## src/rtl/event_logger_pkg.sv

```systemverilog
// Shared constants and helpers for the event logger: depth default, pointer
// and count widths, and bit offsets of the fields inside a stored entry.
package event_logger_pkg;

  localparam int DEPTH_DEF = 16;
  localparam int WIDTH_DEF = 32;
  localparam int COUNT_W   = 9;
  localparam int DROP_W    = 32;

  function automatic int ptr_w(input int depth);
    return (depth > 1) ? $clog2(depth) : 1;
  endfunction

  // Entry layout is {a, b, s} with s in the least-significant field
  function automatic int off_s(input int w);
    return 0;
  endfunction

  function automatic int off_b(input int w);
    return w;
  endfunction

  function automatic int off_a(input int w);
    return 2 * w;
  endfunction

endpackage

```

## src/rtl/logger_mem.sv

```systemverilog
// Entry storage: one write port and one registered read port. A write to the
// address being read is forwarded so a fresh head is visible next cycle.
module logger_mem #(
  parameter int ENTRY_W = 96,
  parameter int DEPTH   = 16,
  parameter int AW      = 4
) (
  input  logic               clk,
  input  logic               we,
  input  logic [AW-1:0]      wr_addr,
  input  logic [ENTRY_W-1:0] wr_data,
  input  logic [AW-1:0]      rd_addr,
  output logic [ENTRY_W-1:0] rd_data
);

  logic [ENTRY_W-1:0] mem [DEPTH];

  always_ff @(posedge clk) begin
    if (we) mem[wr_addr] <= wr_data;
    rd_data <= (we && (wr_addr == rd_addr)) ? wr_data : mem[rd_addr];
  end

endmodule

```

## src/rtl/event_logger.sv

```systemverilog
// Show-ahead capture FIFO for monitor events with drop counting and a sticky
// overflow flag; all outputs come from registers.
module event_logger
  import event_logger_pkg::*;
#(
  parameter int WIDTH = WIDTH_DEF,
  parameter int DEPTH = DEPTH_DEF
) (
  input  logic               clk,
  input  logic               reset,
  input  logic               i_event,
  input  logic [WIDTH-1:0]   i_dut_ia,
  input  logic [WIDTH-1:0]   i_dut_ib,
  input  logic [WIDTH-1:0]   i_dut_os,
  input  logic               i_freeze,
  input  logic               i_pop,
  output logic               o_valid,
  output logic [WIDTH-1:0]   o_a,
  output logic [WIDTH-1:0]   o_b,
  output logic [WIDTH-1:0]   o_s,
  output logic [COUNT_W-1:0] o_count,
  output logic [DROP_W-1:0]  o_dropped,
  output logic               o_overflow
);

  localparam int PW      = ptr_w(DEPTH);
  localparam int ENTRY_W = 3 * WIDTH;
  localparam int A_OFF   = off_a(WIDTH);
  localparam int B_OFF   = off_b(WIDTH);
  localparam int S_OFF   = off_s(WIDTH);

  logic [PW-1:0]      wr_ptr, rd_ptr, rd_addr;
  logic [COUNT_W-1:0] count, count_nxt;
  logic [DROP_W-1:0]  dropped;
  logic               overflow, vld_p1;
  logic               armed, do_pop, do_push, do_drop;
  logic [ENTRY_W-1:0] entry_p1;

  always_comb begin
    armed     = i_event && !i_freeze;
    do_pop    = i_pop && (count != '0);
    // A full buffer still accepts an event when the same cycle frees a slot
    do_push   = armed && ((count < COUNT_W'(DEPTH)) || do_pop);
    do_drop   = armed && !do_push;
    count_nxt = count;
    if (do_push && !do_pop) count_nxt = count + COUNT_W'(1);
    if (do_pop && !do_push) count_nxt = count - COUNT_W'(1);
    rd_addr   = do_pop ? rd_ptr + PW'(1) : rd_ptr;
  end

  always_ff @(posedge clk) begin
    if (reset) begin
      wr_ptr   <= '0;
      rd_ptr   <= '0;
      count    <= '0;
      vld_p1   <= 1'b0;
      dropped  <= '0;
      overflow <= 1'b0;
    end else begin
      if (do_push) wr_ptr <= wr_ptr + PW'(1);
      if (do_pop)  rd_ptr <= rd_ptr + PW'(1);
      count  <= count_nxt;
      vld_p1 <= (count_nxt != '0);
      if (do_drop) begin
        overflow <= 1'b1;
        if (dropped != '1) dropped <= dropped + DROP_W'(1);
      end
    end
  end

  logger_mem #(
    .ENTRY_W (ENTRY_W),
    .DEPTH   (DEPTH),
    .AW      (PW)
  ) u_mem (
    .clk     (clk),
    .we      (do_push && !reset),
    .wr_addr (wr_ptr),
    .wr_data ({i_dut_ia, i_dut_ib, i_dut_os}),
    .rd_addr (rd_addr),
    .rd_data (entry_p1)
  );

  // ---- stage p1: registered head entry, zeroed while empty
  assign o_valid    = vld_p1;
  assign o_a        = vld_p1 ? entry_p1[A_OFF +: WIDTH] : '0;
  assign o_b        = vld_p1 ? entry_p1[B_OFF +: WIDTH] : '0;
  assign o_s        = vld_p1 ? entry_p1[S_OFF +: WIDTH] : '0;
  assign o_count    = count;
  assign o_dropped  = dropped;
  assign o_overflow = overflow;

endmodule

```

## config.mk

```make
export PLATFORM = sky130hd
export DESIGN_NAME = event_logger
export DESIGN_NICKNAME = d
export VERILOG_FILES = /design/src/rtl/event_logger_pkg.sv /design/src/rtl/logger_mem.sv /design/src/rtl/event_logger.sv
export SDC_FILE = /design/constraint.sdc
export NUM_CORES = 1
export LEC_CHECK = 0
export BUFFER_PORTS_ARGS = -buffer_cell sky130_fd_sc_hd__buf_4
export CAP_MARGIN = 20
export CORE_ASPECT_RATIO = 1.75
export CORE_MARGIN = 3
export CORE_UTILIZATION = 61
export CTS_CLUSTER_DIAMETER = 100
export DETAILED_ROUTE_END_ITERATION = 7
export PLACE_DENSITY = 0.77
export REMOVE_ABC_BUFFERS = 1
export SYNTH_ARGS = -nofsm -noshare
export SYNTH_HDL_FRONTEND = slang
export SYNTH_HIERARCHICAL = 1
export SYNTH_SLANG_ARGS = --single-unit
export TNS_END_PERCENT = 10
```

## constraint.sdc

```tcl
create_clock -name clk -period 9.74 [get_ports clk]
set_input_delay 0.487 -clock clk [delete_from_list [all_inputs] [get_ports clk]]
set_output_delay 0.487 -clock clk [all_outputs]
set_load 0.01 [all_outputs]
```

==> metrics, run 1 <==
fin nets=approximately 3,200; CP Class=reg -> out; clk_skew=roughly 0.038 ns; Layout area overhead=13.6%; Top cell by count, worst path=buf_4; # IOs=240; synth top area cells=edfxtp_1 76%, mux4_2 14%, a22oi_1 2.4%; clock share of power=around a third; fin crit share=a little over half; total congestion overflow=0; RD Place Congestion=slightly below 0.8; via count=30,200; Setup Fix Bufs, Post-CTS=0; DR WL/cell=30.4 um; worst path bufs/invs=3; post-route setup TNS=0 ns; Clock Latency Late Sink=about 0.77 ns; # setup viols final=0; Worst-path clk slew=~0.070 ns; Pint=12.0 mW; Startpoint Class=flip-flop; switch share=24.9%; Fin. Hold Viols=0; Pre-antenna DRT Iters=8; CTS Hold Buffers Added=between 70 and 80; H-tree Lvls=4; CP cell instances=buf_12 -> buf_4 -> mux4_2 -> a22oi_1 -> nand2_1 -> and2_1 -> buf_4; Synth top cells by count=1,536 x edfxtp_1, 384 x mux4_2, 192 x a22oi_1, 119 x nand2_1, 99 x and2_1; Netlist Area Pre-Place=a little over 60,000 um2; Layout Utilization=a little over two thirds; CP peak stage delay=0.95 ns; status=completed; delay-heaviest family, CP=buffers and inverters; GRT Overall Usage=~28%; RSZ-0062 raised after global routing=no; vias in the first global route=32,300; Slew @ Worst Pin=1.20 ns; Final ANT Viol Nets=0; cell taking the most area after synthesis=edfxtp_1; share of cells above drive strength 1=about 28%; Die Span Y=approximately 420 um; Core Box Area=~100,000 um2; Die X=between 200 and 250 um; Slew Limit Headroom=20.2%; CP Capture Type=output pin; Max VDD drop=around 0.27 mV; reg2reg setup slack=roughly 5.2 ns; Pwr Total=16.0 mW; Req. time, crit path=slightly above 9 ns; FMAX=0.192 GHz; static leakage=around 22 nW; Via density=6.62; Placed Cells=approximately 4,200; top cell type's share of synthesized area=between 70% and 80%; max_cap viols=0; CP max stage cell=buf_4; Total Routed Length=around 140,000 um; ys async rst share=0%; WHS=approximately 0.05 ns; YS warnings=6; non-filler instance count after layout=approximately 4,600; largest net degree at the start of global routing=approximately 140; clock sinks=about 1,600; Starting DRT DRC Count=about 3,000; CTS tree=done; Slew Limit Fails=0; critical path peak fanout=between 100 and 150; CTS-repair resized insts=0; clock tree buffer depth=3; Yosys reg bits=approximately 1,600; Remaining DRCs=0; prevailing post-synth register cell=edfxtp_1; Flop pwr share=between 40 and 50%; register area share after synthesis=~77%; HP Class=in -> reg; num rows=around 150; Switching Power=between 3 and 4 mW; Power Density=~230 nW/um2; Netlist cell types=63; Initial Util=between 60% and 70%; DP HPWL=roughly 70,000 um; most common cell in the netlist=edfxtp_1; cts bufs inserted=about 130; first-pass GRT wire length=~210,000 um; post-synthesis cell count=2,794; CTS root buffer=clkbuf_16; port bufs=about 240; WP data arrival=around 4.7 ns; antenna violations before repair=8; Comb pwr share=between 10% and 20%; minimum clock period=5.20 ns; die area=104,000 um2; Mean Syn Cell Area=21.8 um2; Post-synth EDFFs=between 1,500 and 2,000
[worst paths after layout]
path,startpoint,end,cells past startpoint
min reg2reg,rd_ptr[3],flip-flop,1
max,flip-flop,o_s[8],7
min,i_dut_os[3],u_mem/mem[0][3],1
max reg2reg,o_count[6],u_mem/mem[7][29],7
[per-stage QoR]
stage	setup WS [ns]	area (um2)
2_1_floorplan	-7.79	60100
3_3_place_gp	5.08	64100
3_5_place_dp	5.05	64100
4_1_cts	4.24	69100
5_1_grt	4.03	69200
6_report	4.54	69200
[flip-flops by register name, indices dropped and copies added (netlist names), named ones only]
register / flops
u_mem/mem: 1536
o_dropped: 32
o_count: 9
rd_ptr: 4
wr_ptr: 4
o_overflow: 1
o_valid: 1
[power by group through the flow]
stage | clock network (mW) | logic (mW) | registers, mW
5_1_grt | 5.57 | 3.28 | 7.73
2_1_floorplan | 0 | 2.45 | 8.11
6_report | 5.24 | 3.04 | 7.71
4_1_cts | 5.32 | 3.07 | 7.72
3_3_place_gp | 0 | 2.94 | 7.86
3_5_place_dp | 0 | 3.01 | 7.87
[per-layer routing]
| layer | wire, um | global-route usage [%] | vias to the layer above | share of wire [%] |
|---|---|---|---|---|
| met5 | 41 | 0 | - | 0.029 |
| met4 | 4450 | 9.44 | 6 | 3.2 |
| met3 | 11700 | 4.90 | 303 | 8.4 |
| met2 | 73300 | 47.1 | 1644 | 53 |
| met1 | 49500 | 36.4 | 15800 | 36 |
| li1 | - | - | 12400 | - |
[cells by family after synthesis]
logic type | Yosys count | share of synthesized area (%)
flops | 1591 | 77.5
compound gates | 268 | 3.26
buf+inv | 161 | 1.43
simple gates | 368 | 3.28
xor+xnor | 11 | 0.158
fa+ha+maj | 5 | 0.103
mux | 390 | 14.3
[placed cells by master (no fill, tap or decap), drive strengths merged, types with 5 or more instances in the layout]
cell type	instances
edfxtp	1536
mux4	384
buf	293
a22oi	192
clkbuf	158
nand2	120
and2	99
dlygate4sd3	74
clkinv	61
dfxtp	55
nor2	34
a21oi	29
or3	21
o21ai	20
nor3	16
nand3	15
inv	15
nor2b	12
xnor2	9
clkinvlp	9
nand4	9
bufinv	8
nor4	8
or4	7
o31ai	7
nand2b	7
diode	6
and4	6
ha	5
mux2	5
[layout make-up]
type	count	area [um2]
Inverter	7	26.3
Tap cell	1309	1640
Clock buffer	158	3570
Fill cell	5658	29500
Clock inverter	86	693
Timing Repair Buffer	367	3050
Multi-Input combinational cell	1042	13000
Sequential cell	1591	47200
Antenna cell	6	15.0
No activity file was read; power rests on OpenSTA's default activity.
==> run 2: changes to the inputs <==
--- a/config.mk
+++ b/config.mk
@@ -9,10 +9,10 @@
 export CAP_MARGIN = 20
 export CORE_ASPECT_RATIO = 1.75
 export CORE_MARGIN = 3
-export CORE_UTILIZATION = 61
+export CORE_UTILIZATION = 55
 export CTS_CLUSTER_DIAMETER = 100
 export DETAILED_ROUTE_END_ITERATION = 7
-export PLACE_DENSITY = 0.77
+export PLACE_DENSITY = 0.73
 export REMOVE_ABC_BUFFERS = 1
 export SYNTH_ARGS = -nofsm -noshare
 export SYNTH_HDL_FRONTEND = slang
==> constraint.sdc (replaced) <==
create_clock -name clk -period 4.2 [get_ports clk]
set_input_delay 0.21 -clock clk [delete_from_list [all_inputs] [get_ports clk]]
set_output_delay 0.21 -clock clk [all_outputs]
set_load 0.01 [all_outputs]
==> run 2 against run 1 <==
  * Clock skew shrank 0.016 ns
  * Total power increased by 140%
  * Hold slack better by 0.030 ns
  * Clock power increased by 140%
  * Sequential share of layout area shrank 1.2 points
  * Count of clock-buffer cells in the layout is 11 higher
  * Critical endpoint is now o_a[14]
==> metrics, run 2 (synthesis gave the netlist of run 1 again) <==
status=completed (unchanged); cts bufs inserted=135 (was 134); Die Span Y=446 um (was 424 um); Flop pwr share=47.2% (was 48.2%); Clock Latency Late Sink=0.76 ns (was 0.77 ns); vias in the first global route=31,500 (was 32,300); port bufs=239 (unchanged); switch share=24.5% (was 24.9%); Initial Util=55.4% (was 61.8%); Die X=258 um (was 245 um); Startpoint Class=flip-flop (unchanged); share of cells above drive strength 1=28.5% (was 28.2%); CTS root buffer=clkbuf_16 (unchanged); Total Routed Length=134,000 um (was 139,000 um); CP Class=reg -> out (unchanged); critical path peak fanout=36 (was 135); Req. time, crit path=3.99 ns (was 9.25 ns); Placed Cells=4,418 (was 4,239); HP Class=in -> reg (unchanged); RD Place Congestion=0.770 (was 0.794); WHS=0.0806 ns (was 0.0508 ns); CTS-repair resized insts=0 (unchanged); max_cap viols=0 (unchanged); total congestion overflow=0 (unchanged); Via density=6.26 (was 6.62); fin nets=3,293 (was 3,249); Reg-to-Reg End=u_mem/mem[0][82] (was u_mem/mem[7][29]); Switching Power=9.26 mW (was 3.99 mW); clock sinks=1,591 (unchanged); WP data arrival=3.35 ns (was 4.71 ns); Setup Fix Bufs, Post-CTS=0 (unchanged); most frequent cells in the layout=1,536 x edfxtp_1, 384 x mux4_2, 272 x buf_4, 192 x a22oi_1, 141 x clkbuf_16 (was 1,536 x edfxtp_1, 384 x mux4_2, 286 x buf_4, 192 x a22oi_1, 140 x clkbuf_16); static leakage=22.2 nW (was 21.8 nW); Core Box Area=110,000 um2 (was 98,700 um2); Pint=28.6 mW (was 12.0 mW); antenna violations before repair=12 (was 8); clock share of power=33.6% (was 32.8%); clk_skew=0.0225 ns (was 0.0384 ns); RSZ-0062 raised after global routing=no (unchanged); CTS tree=done (unchanged); # IOs=240 (unchanged); Slew Limit Fails=0 (unchanged); Final ANT Viol Nets=0 (unchanged); DP HPWL=72,300 um (was 70,500 um); minimum clock period=approximately 3.6 ns; leading cell type in the layout, fill and taps excluded=edfxtp_1 (unchanged); pre-CTS WS=0.795 ns (was 5.05 ns); Largest register FFs=1,536 (unchanged); FF-to-FF Start=o_count[6] (unchanged); # setup viols final=0 (unchanged); Layout area overhead=15.5% (was 13.6%); Filler Cell Count=7,248 (was 5,658); Comb pwr share=19.2% (was 19.0%); GRT Overall Usage=23.8% (was 27.5%); largest net degree at the start of global routing=84 (was 136); Final WS setup=0.640 ns (was 4.54 ns); Slew Limit Headroom=38.3% (was 20.2%); clock tree buffer depth=3 (unchanged); Top reg by flops=u_mem/mem (unchanged); via count=29,800 (was 30,200); area of the multi-input gates=13,000 um2 (unchanged); FMAX=approximately 0.28 GHz; R2R depth=6 (was 7); Worst-path clk slew=0.07 ns (about the same); Max VDD drop=0.463 mV (was 0.274 mV); die area=115,000 um2 (was 104,000 um2); Fin. Hold Viols=0 (unchanged); H-tree Lvls=4 (unchanged); Slew @ Worst Pin=0.925 ns (was 1.20 ns); num rows=161 (was 152); Pre-antenna DRT Iters=6 (was 8); Starting DRT DRC Count=2,742 (was 3,044); non-filler instance count after layout=4,767 (was 4,566); first-pass GRT wire length=203,000 um (was 209,000 um); Remaining DRCs=0 (unchanged); critical path endpoint=o_a[14] (was o_s[8]); Power Density=538 nW/um2 (was 231 nW/um2); DR WL/cell=28.2 um (was 30.4 um); CP Capture Type=output pin (unchanged); hold_sp=i_freeze (was i_dut_os[3]); reg2reg setup slack=0.75 ns (was 5.21 ns); Reg area=47,200 um2 (unchanged); fin crit share=between 80% and 90%
-- run 2: changes by cell type in the layout (fill, tap and decap cells not counted), moves of 4 or more --
cell,previous run,this run
buf_12,4,39
dlygate4sd3_1,74,99
clkinv_1,36,21
bufinv_16,8,17
clkbuf_1,18,26
clkinv_2,17,13
buf_4,286,272
-- run 2: per-stage QoR --
step	util (%)	setup TNS [ns]	instance area, um2	total power [mW]
floorplan	-	-5201.40	60100	22.2
global placement	59.0	0	64900	25.3
detailed placement	59.0	0	64900	25.5
CTS	64.0	0	70400	38.2
global route	64.0	0	70400	39.3
finish	64.0	0	70400	37.9
-- run 2: area by class of cell --
type | count | area share, %
timing repair buffer | 410 | 5.41
tap | 1467 | 2.61
multi-input combinational | 1042 | 18.5
inverter | 7 | 0.0373
clock buffer | 169 | 5.19
sequential | 1591 | 67.1
antenna | 9 | 0.0320
clock inverter | 72 | 1.20
-- run 2: worst max-delay path: stages (launching register included) --
cell,delay (ns)
dfxtp_4,0.56
buf_12,0.35
buf_4,0.37
mux4_2,0.55
a22oi_1,0.22
nand2_1,0.17
and2_1,0.22
buf_4,0.15
-- run 2: what timing repair did --
action	in CTS	in global routing
setup endpoints to repair	0	0
hold buffers	99	0
endpoints found under the hold margin	1561	0
-- run 2: worst min path at each step --
stage | end | slack [ns] | cells past startpoint
final | wr_ptr[1] | 0.08 | 5
after global routing | wr_ptr[1] | 0.08 | 5
after CTS | wr_ptr[1] | 0.03 | 5
after detailed placement | flip-flop | 0.46 | 1
after global placement | flip-flop | 0.45 | 1
after floorplan | o_valid | 0.27 | 1
-- run 2: power groups by stage --
| stage | registers (mW) | logic, mW | clock network (mW) |
|---|---|---|---|
| after floorplan | 18.5 | 3.73 | 0 |
| after global placement | 18.2 | 7.12 | 0 |
| after detailed placement | 18.2 | 7.27 | 0 |
| after CTS | 17.9 | 7.42 | 13.0 |
| after global routing | 17.9 | 7.84 | 13.5 |
| final | 17.9 | 7.28 | 12.7 |
-- run 2: routing by layer --
metal / global-route usage (%) / vias up / share of wire [%]
li1: - / 12500 / -
met1: 30.6 / 15900 / 37
met2: 41.7 / 1200 / 53
met3: 4.04 / 251 / 6.1
met4: 7.64 / 10 / 2.9
met5: 0 / - / 0.035
